$ cat src/rtl/pipe_stall_ctrl_if.sv
// Pipeline stall-control bundle: hazard/op status in from the stages, stall bus and status out.
// master = pipeline side, slave = stall controller.
interface pipe_stall_ctrl_if;
    logic        ex_load;
    logic [4:0]  ex_waddr;
    logic [4:0]  id_rs;
    logic [4:0]  id_rt;
    logic        id_rs_used;
    logic        id_rt_used;
    logic        ex_mc_op;
    logic        mem_stallreq;
    logic [5:0]  stall;
    logic        lu_hazard;
    logic        mc_busy;
    logic        mc_done;
    logic [15:0] stall_cycles;

    modport master (
        output ex_load, ex_waddr, id_rs, id_rt, id_rs_used, id_rt_used, ex_mc_op, mem_stallreq,
        input  stall, lu_hazard, mc_busy, mc_done, stall_cycles
    );

    modport slave (
        input  ex_load, ex_waddr, id_rs, id_rt, id_rs_used, id_rt_used, ex_mc_op, mem_stallreq,
        output stall, lu_hazard, mc_busy, mc_done, stall_cycles
    );
endinterface

$ cat src/rtl/pipe_stall_ctrl.sv
// Stall sequencer for the 5-stage pipe: load-use bubbles, multi-cycle EX ops, data-SRAM wait merge.
// Zero latency: stall is combinational from state and inputs; mem_stallreq freezes the LU wait counter.
module pipe_stall_ctrl #(
    parameter int unsigned LU_PENALTY = 1,
    parameter int unsigned MC_CYCLES  = 32
) (
    input  logic              clk,
    input  logic              rst,
    pipe_stall_ctrl_if.slave  bus
);

    typedef enum logic [1:0] {
        IDLE    = 2'd0,
        LU_WAIT = 2'd1,
        MC_BUSY = 2'd2,
        MC_DONE = 2'd3
    } state_t;

    localparam logic [5:0]  STALL_MEM = 6'b011111;
    localparam logic [5:0]  STALL_MC  = 6'b001111;
    localparam logic [5:0]  STALL_LU  = 6'b000111;
    localparam int unsigned LU_INIT   = (LU_PENALTY > 1) ? (LU_PENALTY - 2) : 0;
    localparam logic [7:0]  LU_LOAD   = 8'(LU_INIT);
    localparam logic [7:0]  MC_LOAD   = 8'(MC_CYCLES - 2);
    localparam bit          LU_MULTI  = (LU_PENALTY > 1);

    state_t      state_q, state_d;
    logic [7:0]  cnt_q, cnt_d;
    logic [15:0] stall_cycles_q, stall_cycles_d;

    logic        hz;
    logic        mc_stall;
    logic        lu_stall;
    logic        lu_hazard_c;
    logic        mc_busy_c;
    logic        mc_done_c;
    logic [5:0]  stall_c;

    always_comb begin
        hz = bus.ex_load && (bus.ex_waddr != 5'd0) &&
             ((bus.id_rs_used && (bus.id_rs == bus.ex_waddr)) ||
              (bus.id_rt_used && (bus.id_rt == bus.ex_waddr)));

        state_d     = state_q;
        cnt_d       = cnt_q;
        mc_stall    = 1'b0;
        lu_stall    = 1'b0;
        lu_hazard_c = 1'b0;
        mc_busy_c   = 1'b0;
        mc_done_c   = 1'b0;

        case (state_q)
            IDLE: begin
                if (bus.ex_mc_op) begin
                    mc_stall  = 1'b1;
                    mc_busy_c = 1'b1;
                    state_d   = MC_BUSY;
                    cnt_d     = MC_LOAD;
                end else if (hz && !bus.mem_stallreq) begin
                    lu_stall    = 1'b1;
                    lu_hazard_c = 1'b1;
                    if (LU_MULTI) begin
                        state_d = LU_WAIT;
                        cnt_d   = LU_LOAD;
                    end
                end
            end
            LU_WAIT: begin
                lu_stall    = 1'b1;
                lu_hazard_c = 1'b1;
                if (!bus.mem_stallreq) begin
                    if (cnt_q == 8'd0) begin
                        state_d = IDLE;
                    end else begin
                        cnt_d = cnt_q - 8'd1;
                    end
                end
            end
            MC_BUSY: begin
                // Counts down even under a memory stall so EX sees a fixed op length.
                mc_stall  = 1'b1;
                mc_busy_c = 1'b1;
                if (cnt_q == 8'd0) begin
                    state_d = MC_DONE;
                end else begin
                    cnt_d = cnt_q - 8'd1;
                end
            end
            MC_DONE: begin
                mc_done_c = 1'b1;
                if (!bus.mem_stallreq) begin
                    state_d = IDLE;
                end
            end
            default: begin
                state_d = IDLE;
            end
        endcase

        if (bus.mem_stallreq) begin
            stall_c = STALL_MEM;
        end else if (mc_stall) begin
            stall_c = STALL_MC;
        end else if (lu_stall) begin
            stall_c = STALL_LU;
        end else begin
            stall_c = 6'b000000;
        end

        stall_cycles_d = stall_cycles_q;
        if (stall_c[0] && (stall_cycles_q != 16'hFFFF)) begin
            stall_cycles_d = stall_cycles_q + 16'd1;
        end
    end

    always_ff @(posedge clk or negedge rst) begin
        if (!rst) begin
            state_q        <= IDLE;
            cnt_q          <= 8'd0;
            stall_cycles_q <= 16'd0;
        end else begin
            state_q        <= state_d;
            cnt_q          <= cnt_d;
            stall_cycles_q <= stall_cycles_d;
        end
    end

    // Combinational outputs are masked so nothing leaks out while reset is held.
    assign bus.stall        = rst ? stall_c     : 6'b000000;
    assign bus.lu_hazard    = rst ? lu_hazard_c : 1'b0;
    assign bus.mc_busy      = rst ? mc_busy_c   : 1'b0;
    assign bus.mc_done      = rst ? mc_done_c   : 1'b0;
    assign bus.stall_cycles = rst ? stall_cycles_q : 16'd0;

endmodule

$ cat src/flat_wrapper.sv
// flat-port wrapper written by rule: the top's interface ports become plain ports
module pipe_stall_ctrl_flat 
#(
    parameter int unsigned LU_PENALTY = 1,
    parameter int unsigned MC_CYCLES  = 32
)
  (clk, rst, bus_ex_load, bus_ex_waddr, bus_id_rs, bus_id_rt, bus_id_rs_used, bus_id_rt_used, bus_ex_mc_op, bus_mem_stallreq, bus_stall, bus_lu_hazard, bus_mc_busy, bus_mc_done, bus_stall_cycles);
  pipe_stall_ctrl_if bus_i ();
  input  logic clk;
  input  logic rst;
  input wire logic [$bits(bus_i.ex_load)-1:0] bus_ex_load;
  input wire logic [$bits(bus_i.ex_waddr)-1:0] bus_ex_waddr;
  input wire logic [$bits(bus_i.id_rs)-1:0] bus_id_rs;
  input wire logic [$bits(bus_i.id_rt)-1:0] bus_id_rt;
  input wire logic [$bits(bus_i.id_rs_used)-1:0] bus_id_rs_used;
  input wire logic [$bits(bus_i.id_rt_used)-1:0] bus_id_rt_used;
  input wire logic [$bits(bus_i.ex_mc_op)-1:0] bus_ex_mc_op;
  input wire logic [$bits(bus_i.mem_stallreq)-1:0] bus_mem_stallreq;
  output wire logic [$bits(bus_i.stall)-1:0] bus_stall;
  output wire logic [$bits(bus_i.lu_hazard)-1:0] bus_lu_hazard;
  output wire logic [$bits(bus_i.mc_busy)-1:0] bus_mc_busy;
  output wire logic [$bits(bus_i.mc_done)-1:0] bus_mc_done;
  output wire logic [$bits(bus_i.stall_cycles)-1:0] bus_stall_cycles;
  assign bus_i.ex_load = bus_ex_load;
  assign bus_i.ex_waddr = bus_ex_waddr;
  assign bus_i.id_rs = bus_id_rs;
  assign bus_i.id_rt = bus_id_rt;
  assign bus_i.id_rs_used = bus_id_rs_used;
  assign bus_i.id_rt_used = bus_id_rt_used;
  assign bus_i.ex_mc_op = bus_ex_mc_op;
  assign bus_i.mem_stallreq = bus_mem_stallreq;
  assign bus_stall = bus_i.stall;
  assign bus_lu_hazard = bus_i.lu_hazard;
  assign bus_mc_busy = bus_i.mc_busy;
  assign bus_mc_done = bus_i.mc_done;
  assign bus_stall_cycles = bus_i.stall_cycles;
  pipe_stall_ctrl #(.LU_PENALTY(LU_PENALTY), .MC_CYCLES(MC_CYCLES)) u_core (.clk(clk), .rst(rst), .bus(bus_i));
endmodule
$ cat config.mk
export PLATFORM = sky130hd
export DESIGN_NAME = pipe_stall_ctrl_flat
export DESIGN_NICKNAME = d
export VERILOG_FILES = /design/src/rtl/pipe_stall_ctrl_if.sv /design/src/rtl/pipe_stall_ctrl.sv /design/src/flat_wrapper.sv
export SDC_FILE = /design/constraint.sdc
export NUM_CORES = 1
export LEC_CHECK = 0
export CORE_ASPECT_RATIO = 1.1
export CORE_MARGIN = 4
export CORE_UTILIZATION = 30
export DETAILED_ROUTE_END_ITERATION = 16
export PLACE_DENSITY = 0.53
export SETUP_SLACK_MARGIN = 0.4
export SLEW_MARGIN = 40
export SYNTH_ARGS = -nofsm -noshare
export SYNTH_HDL_FRONTEND = slang
export SYNTH_SLANG_ARGS = --single-unit
export TNS_END_PERCENT = 20
$ cat constraint.sdc
create_clock -name clk -period 1.94 [get_ports clk]
set_input_delay 0.291 -clock clk [delete_from_list [all_inputs] [get_ports clk]]
set_output_delay 0.291 -clock clk [all_outputs]
set_load 0.1 [all_outputs]
; After elaboration in Yosys (flattened, before gate mapping)
; Cells that the tools add are included.
[word_totals]
out_inout_bits = 25
wordCells = 54
regBits = 26
input_bits = 22
[op_classes]
addsub = 2
n_reduce_logical = 14
n_mux = 24
eq_ne = 11
[op_table]
columns = operator, count
row1 = 8-bit two-way mux, 3
row2 = 8-bit one-hot mux with 3 select lines, 1
row3 = 6-bit two-way mux, 3
row4 = 16-bit by 1-bit adder with 16-bit output (second input constant), 1
row5 = 16-bit two-way mux, 1
row6 = 16-bit != test (second input constant), 1
row7 = 5-bit equality test, 2
row8 = 2-bit two-way mux, 5
row9 = 8-bit logical NOT, 1
row10 = 2-bit one-hot mux with 4 select lines, 1
row11 = 8-bit by 1-bit subtractor with 8-bit output (second input constant), 1
row12 = 1-bit two-way mux, 7
row13 = 1-bit logical AND, 6
row14 = 2-bit != test (second input constant), 3
row15 = 5-bit AND reduction, 1
row16 = 5-bit nonzero test, 1
row17 = 2-bit equality test (second input constant), 2
row18 = 2-bit by 1-bit != test with 1-bit output (second input constant), 2
row19 = 1-bit one-hot mux with 2 select lines, 2
row20 = 3-bit two-way mux, 1
row21 = 3-bit AND reduction, 1
row22 = 3-bit nonzero test, 1
row23 = 2-bit by 1-bit equality test with 1-bit output (second input constant), 1
row24 = 2-bit logical NOT, 1
row25 = 2 further kinds, 2

; Logic depth before layout (Yosys ltp)
; Gate-level depths: netlist (run 1).
[logic_depth]
depth_word = 12
depth_mapped = 9
depth_no_buf = 8

; Worst setup path after synthesis (run 1)
; No wires, ideal clock.
[synth_path]
kind = reg2out
startpoint = reg u_core.state_q[0]
endpoint = out bus_stall[1]
t_arrival_ns = 4.058
setup_slack_ns = -2.409
path_buffers = 1
stages_incl_launch_ff = 10
path_cell_list = dfrtp_1 > inv_1 > ha_1 > nand2b_1 > nor3b_1 > o21ai_1 > or2_1 > a21boi_1 > or2_1 > buf_4
[synth_between]
elab_chain_len = 6
[synth_rtl]
columns = element, line
row1 = "start, declared", pipe_stall_ctrl.sv:27  ; state_t state_q, state_d;
row2 = "start signal, assigned", pipe_stall_ctrl.sv:122  ; state_q <= state_d;
row3 = 2-bit by 1-bit equality test with 1-bit output / 2-bit logical NOT (equally long branches), pipe_stall_ctrl.sv:52  ; case (state_q)
row4 = 1-bit one-hot mux with 2 select lines, pipe_stall_ctrl.sv:52
row5 = 3-bit two-way mux, pipe_stall_ctrl.sv:104  ; end else if (lu_stall) begin
row6 = 6-bit two-way mux (*), pipe_stall_ctrl.sv:102  ; end else if (mc_stall) begin
row7 = 6-bit two-way mux (*), pipe_stall_ctrl.sv:100  ; if (bus.mem_stallreq) begin
row8 = 6-bit two-way mux (*), pipe_stall_ctrl.sv:129  ; assign bus.stall = rst ? stall_c : 6'b000000;
row9 = "end, declared", flat_wrapper.sv:19  ; output wire logic [$bits(bus_i.stall)-1:0] bus_stall;
; Every way passes the cells marked *; elsewhere a longest branch is shown, timed or not.

; Final worst setup path (run 1)
[layout_path]
startpoint = reg u_core.state_q[1]
endpoint = out bus_stall[1]
; The elaborated chain is that of the path after synthesis.

==> results of run 1 <==
## metal layers
metal / share of wire, % / wire length [µm] / up-vias / track usage [%]
li1: - / - / 795 / -
met1: 41 / 1900 / 756 / 16.5
met2: 54 / 2500 / 23 / 24.1
met3: 2.4 / 109 / 10 / 1.55
met4: 2.0 / 91 / 0 / 3.53
met5: 0 / 0 / - / 0
## layout make-up
cell class	count	area (µm²)	area share, %
Tap cell	75	93.8	3.13
Clock inverter	1	30.0	1.00
Inverter	6	22.5	0.750
Clock buffer	3	41.3	1.38
Sequential cell	26	651	21.7
Multi-Input combinational cell	145	1170	39.1
Timing Repair Buffer	84	991	33.0
## cells in the mapped netlist (all sizes together)
cell type	count
a32oi	1
and4bb	1
o21a	1
nand3	13
nor2b	1
inv	6
o211a	1
or4	1
conb	1
and3	9
buf	5
nand4	7
nand4b	1
nor4	5
mux2	1
nand2b	2
o22a	2
nor3	1
nand2	7
xnor2	14
or2	4
nor3b	1
dfrtp	26
a21oi	6
a31oi	2
a21boi	2
o21ai	9
xor2	12
ha	8
nor2	10
and2	21
clkbuf	3
a31o	1
## worst max-delay path, cell delays in order (launching register included)
cell and delay (ps):
dfrtp_1 410, inv_2 90, ha_4 150, nand2b_4 60
nor3b_2 170, o21ai_1 110, or2_1 290, a21boi_4 150
or2_4 190, buf_12 180
## cell families (layout without fill, tap and decap cells)
kind of cell	count (synthesis)	after routing	share of synthesized area, %
AOI/OAI and AO/OA	25	25	9.32
xor gates and xnor gates	26	26	13.4
adders and majority gates	8	8	5.87
buffers and inverters	14	94	4.26
DFF	26	26	38.2
muxes	1	1	0.661
other	1	1	0.220
and+or+nand+nor	84	84	28.1
## what timing repair did
item                                    4_1_cts  5_1_grt
hold endpoints to repair                      4        0
resized for setup                            49       15
pin swaps                                    32       21
hold buffers                                  1        0
setup buffers                                 9        4
endpoints found under the setup margin       48       49
cloned                                        0        0
## power groups by stage
stage,sequential (µW),combinational [µW],clock (µW)
5_1_grt,834,2660,478
3_3_place_gp,810,2170,0
6_report,808,2500,451
3_5_place_dp,811,2180,0
4_1_cts,805,2320,463
2_1_floorplan,786,1450,0
## registers in the layout (all words and copies together) (netlist names)
| register | flops |
|---|---|
| u_core.stall_cycles_q | 16 |
| u_core.state_q | 2 |
| u_core.cnt_q | 8 |
## how the worst min path moves through the flow
| stage | from | slack [ps] | endpoint |
|---|---|---|---|
| after floorplan | rst | -5 | u_core.cnt_q[0]$_DFFE_PN0P_ |
| after global placement | rst | 160 | u_core.cnt_q[1]$_DFFE_PN0P_ |
| after detailed placement | rst | 160 | u_core.cnt_q[1]$_DFFE_PN0P_ |
| after CTS | rst | 160 | u_core.stall_cycles_q[11]$_DFFE_PN0P_ |
| after global routing | rst | 200 | u_core.stall_cycles_q[11]$_DFFE_PN0P_ |
| final | rst | 130 | u_core.stall_cycles_q[13]$_DFFE_PN0P_ |
## through the flow
| step | instance area (µm²) | util (%) | hold WS [ps] | cells |
|---|---|---|---|---|
| CTS | 2900 | 53.4 | 163 | 336 |
| global placement | 2670 | 49.2 | 157 | 322 |
| detailed placement | 2670 | 49.2 | 156 | 322 |
| floorplan | 1780 | - | -4.59 | 185 |
| global route | 3000 | 55.3 | 196 | 340 |
| finish | 3000 | 55.3 | 133 | 340 |
==> out/metrics.cfg, run 1 <==
[floorplan]
initial_core_util_pct = 31.4
die_area_mm2 = 0.00695
chipHeight_um = 87.0
fp.dieW_um = 79.9
row_count = 28
io-pin-count = 47
core_mm2 = 0.00543

[pwr]
combPwrFrac_pct = 66.5
p_sw_uw = 1730
clockPowerShare_pct = 12.0
leakage_uw = 0.00128
totalPowerFinal_uw = 3760
p_int_uw = 2030
power_frac_seq_pct = 21.5
max-vdd-ir-drop_mv = 0.704
cellPowerDensity_mw_per_mm2 = 1250
switching_share_pct = 46.0

[setup_path]
r2r_start = u_core.state_q[1]$_DFFE_PN0P_
reg2regPathDepth = 14
cp_max_fo = 3
cp.required_ps = 1650
cp-end-kind = primary output
reg2reg_to = u_core.stall_cycles_q[2]$_DFFE_PN0P_
startpoint_type = flip-flop
critPathArrivalTime_ps = 2080
cp-endpoint = bus_stall[1]
r2r_slack_ps = -370
crit_type = flip-flop to primary output
crit_path_start = u_core.state_q[1]$_DFFE_PN0P_

[placed_design]
io_buffer_count = 45
dp_hpwl_mm = 3.24
dp_slack_ps = -547
place.gp.congestion = 0.810

[layout]
syn_to_final_growth_pct = 76.2
n_fill_cell = 469
layout_common_cells = 30 x buf_4, 26 x dfrtp_1, 24 x buf_12, 17 x and2_1, 14 x xnor2_1
final_common_cell = buf_4
nets = 296
drive_above_1_share_pct = 41.1
diodes = 0

[global_routing]
antenna_found_initial = 0
gr-total-overflow = 0
grt_start_max_net_pins = 39
first_global_vias = 1608
grt_pass1_wl_mm = 7.38
grt_usage_pct = 13.2

[routing]
drtAntennaViolNets = 0
viasPerCell = 4.66
drc_errors = 0
vias = 1584
wirelength_mm = 4.60
drt-wirelength-per-cell_um = 13.5
drt_pass1_iterations = 4
drt-initial-drc-count = 63

[cts]
cts_buffers = 3
cts_root_buffer = clkbuf_8
clk_path_buf_depth = 2
cts_sinks = 26
tritoncts = yes
path_clk_slew_ps = 90
worstSkewPairLatency_ps = 270
cts-htree-levels = 1

[sta]
rsz0062_at_grt = true
drv_slew = 0
fin_crit_sh_pct = 122
finalSetupTns_ps = -6750
timing.fmax_ghz = 0.422
clock_skew_ps = 1.78
fin_crit_ps = 2370
layout_setup_ws_ps = -431
tightest_slew_ps = 595
finalSetupViolations = 21
hold_viol = 0
relSlewSlack_pct = 60.0

[synth]
syn-instance-count = 185
yosysTopAreaCellShare_pct = 38.2
syn_area_mm2 = 0.00170
ys_seq_area_share_pct = 38.2
yosys_warnings = 0
netlist_top_cells_area = dfrtp_1 38%, and2_1 7.3%, xnor2_1 7.2%, xor2_1 6.2%, ha_1 5.9%
synth_top_area_cell = dfrtp_1
synth_fp_nets = 215
synth_area_per_cell_um2 = 9.21
synth-seq-cells = 26
synth_cell_type_count = 40

[flow_run]
drv_cap = 0

[hold_path]
hold_class = input pin to asynchronous set/reset pin

[status]
violations = negative setup slack
status = finished with violations

Note: power is estimated with default switching activity, not from simulation.
==> run 2, diff against run 1 <==
- PLACE_DENSITY: 0.53 -> 0.51
- clock period: 1.94 -> 2.6 ns (I/O delays scaled with it)
==> run 2 against run 1 <==
  * Sequential cell count unchanged
  * The flow now finishes without violations
  * Register-to-register slack improved by 830 ps
  * Hold slack improved by 110 ps
  * Largest cell class unchanged
  * Clock skew increased by 3.4 ps
  * Non-clock buffer count decreased by 16
  * Wire length decreased by 7.9%
  * Via count decreased by 4.8%
==> out/metrics.cfg, run 2 (synthesis gave the netlist of run 1 again) <==
[placed_design]
place.gp.congestion = 0.734
io_buffer_count = 45
dp_hpwl_mm = 3.16
dp_slack_ps = -78.6
post_dp_cell_area_mm2 = 0.00256

[cts]
tritoncts = yes
clk_path_buf_depth = 2
cts-htree-levels = 1
cts_root_buffer = clkbuf_8
cts_buffers = 3
worstSkewPairLatency_ps = 260
path_clk_slew_ps = 90
cts_sinks = 26

[pwr]
p_sw_uw = 1160
max-vdd-ir-drop_mv = 0.464
leakage_uw = 0.00120
combPwrFrac_pct = 65.6
switching_share_pct = 48.3
power_frac_seq_pct = 25.0
p_int_uw = 1240
clockPowerShare_pct = 9.4
cellPowerDensity_mw_per_mm2 = 871

[sta]
clock_skew_ps = 5.13
drv_slew = 0
timing.hold.ws_ps = 247
timing.fmax_ghz = 0.406
fin_crit_sh_pct = 94.7
rsz0062_at_grt = true
finalSetupViolations = 0
relSlewSlack_pct = 54.4
hold_viol = 0
fin_crit_ps = 2460
finalSetupTns_ps = 0
layout_setup_ws_ps = 137
tightest_slew_ps = 678

[layout]
largest_reg_flops = 16
n_fill_cell = 505
utilization_pct = 50.7
final_common_cell = dfrtp_1
layout_common_cells = 26 x dfrtp_1, 24 x buf_12, 21 x and2_1, 15 x buf_4, 14 x xnor2_1
drive_above_1_share_pct = 29.8
multi_input_area_mm2 = 0.00107
reg.largest.list = u_core.stall_cycles_q x16, u_core.cnt_q x8, u_core.state_q x2
design_area_mm2 = 0.00275
syn_to_final_growth_pct = 61.6
regArea_um2 = 651
regMostFlops = u_core.stall_cycles_q
diodes = 0
nets = 280

[global_routing]
grt.busiest_layer = met2
met2_usage_pct = 23.5
antenna_found_initial = 0
first_global_vias = 1490
grt_pass1_wl_mm = 6.87
use_met1_pct = 14.9
gr-total-overflow = 0
gr-usage-met3_pct = 1.24
grt_start_max_net_pins = 43
grt_usage_pct = 12.2

[setup_path]
startpoint_type = input pin
slowest_stage = nor4_2
critPathMaxStageDelay_ps = 320
crit_path_frequent_cell = or2_4
cp.required_ps = 2210
reg2regPathDepth = 6
cp_max_fo = 3
crit_type = input pin to primary output
critPathArrivalTime_ps = 2070
cp-end-kind = primary output
path_cells = buf_8, buf_6, xor2_2, nor4_2, a32oi_2, or2_4, a21boi_4, or2_4, buf_12

[status]
status = completed

[routing]
drc_errors = 0
drtAntennaViolNets = 0
wirelength_mm = 4.24
drt-initial-drc-count = 21
viasPerCell = 4.67
drt-wirelength-per-cell_um = 13.1
vias = 1508
drt_pass1_iterations = 4

[floorplan]
chipHeight_um = 87.0
io-pin-count = 47
row_count = 28
fp.dieW_um = 79.9
initial_core_util_pct = 31.4
core_mm2 = 0.00543
die_area_mm2 = 0.00695

[flow_run]
drv_cap = 0

[hold_path]
hold_class = input pin to asynchronous set/reset pin

## run 2: final cells by class
cell class              count  area share (%)
inverters                   6           0.818
multi-input cells         145            39.0
repair buffers             68            31.7
flip-flops and latches     26            23.6
clock buffers               3            1.50
well taps                  75            3.41
## run 2: worst paths after layout
check | startpoint | end | slack, ps
max | bus_ex_waddr[0] | bus_stall[2] | 140
min | rst | u_core.stall_cycles_q[15]$_DFFE_PN0P_ | 250
max reg2reg | u_core.state_q[1]$_DFFE_PN0P_ | u_core.stall_cycles_q[1]$_DFFE_PN0P_ | 460
min reg2reg | u_core.stall_cycles_q[8]$_DFFE_PN0P_ | u_core.stall_cycles_q[8]$_DFFE_PN0P_ | 500
max in group asynchronous | rst | u_core.state_q[0]$_DFFE_PN0P_ | 1930
min in group clk | u_core.stall_cycles_q[8]$_DFFE_PN0P_ | u_core.stall_cycles_q[8]$_DFFE_PN0P_ | 500
## run 2: timing repair
item                                   4_1_cts  5_1_grt
hold buffers                                 1        0
pin swaps                                    7        8
gates cloned                                 0        0
endpoints found under the hold margin        1        0
buffers inserted                             8        3
resized for setup                           25       18
setup endpoints to repair                    5       20
## run 2: critical path, delay by kind of cell
family / cells / cell delay, ps
AND/OR/NAND/NOR: 3 / 800
buffers and inverters: 3 / 390
AO/OA/AOI/OAI: 2 / 320
XOR/XNOR: 1 / 170
## run 2: per-layer routing
metal  vias up  share of wire, %  wire [µm]
met4         0              0.47         20
met3         2               2.2         93
met2        17                56       2350
met1       726                42       1770
li1        763                 -          -
met5         -                 0          0
## run 2: power by group through the flow
stage / combinational (µW) / sequential (µW) / clock (µW)
after floorplan: 1070 / 587 / 0
after global placement: 1500 / 614 / 0
after detailed placement: 1500 / 617 / 0
after CTS: 1550 / 600 / 234
after global routing: 1690 / 618 / 249
final: 1570 / 599 / 225
## run 2: per-stage QoR
step                cells  power [µW]
floorplan             185        1660
global placement      308        2120
detailed placement    308        2120
CTS                   320        2390
global route          323        2560
finish                323        2400
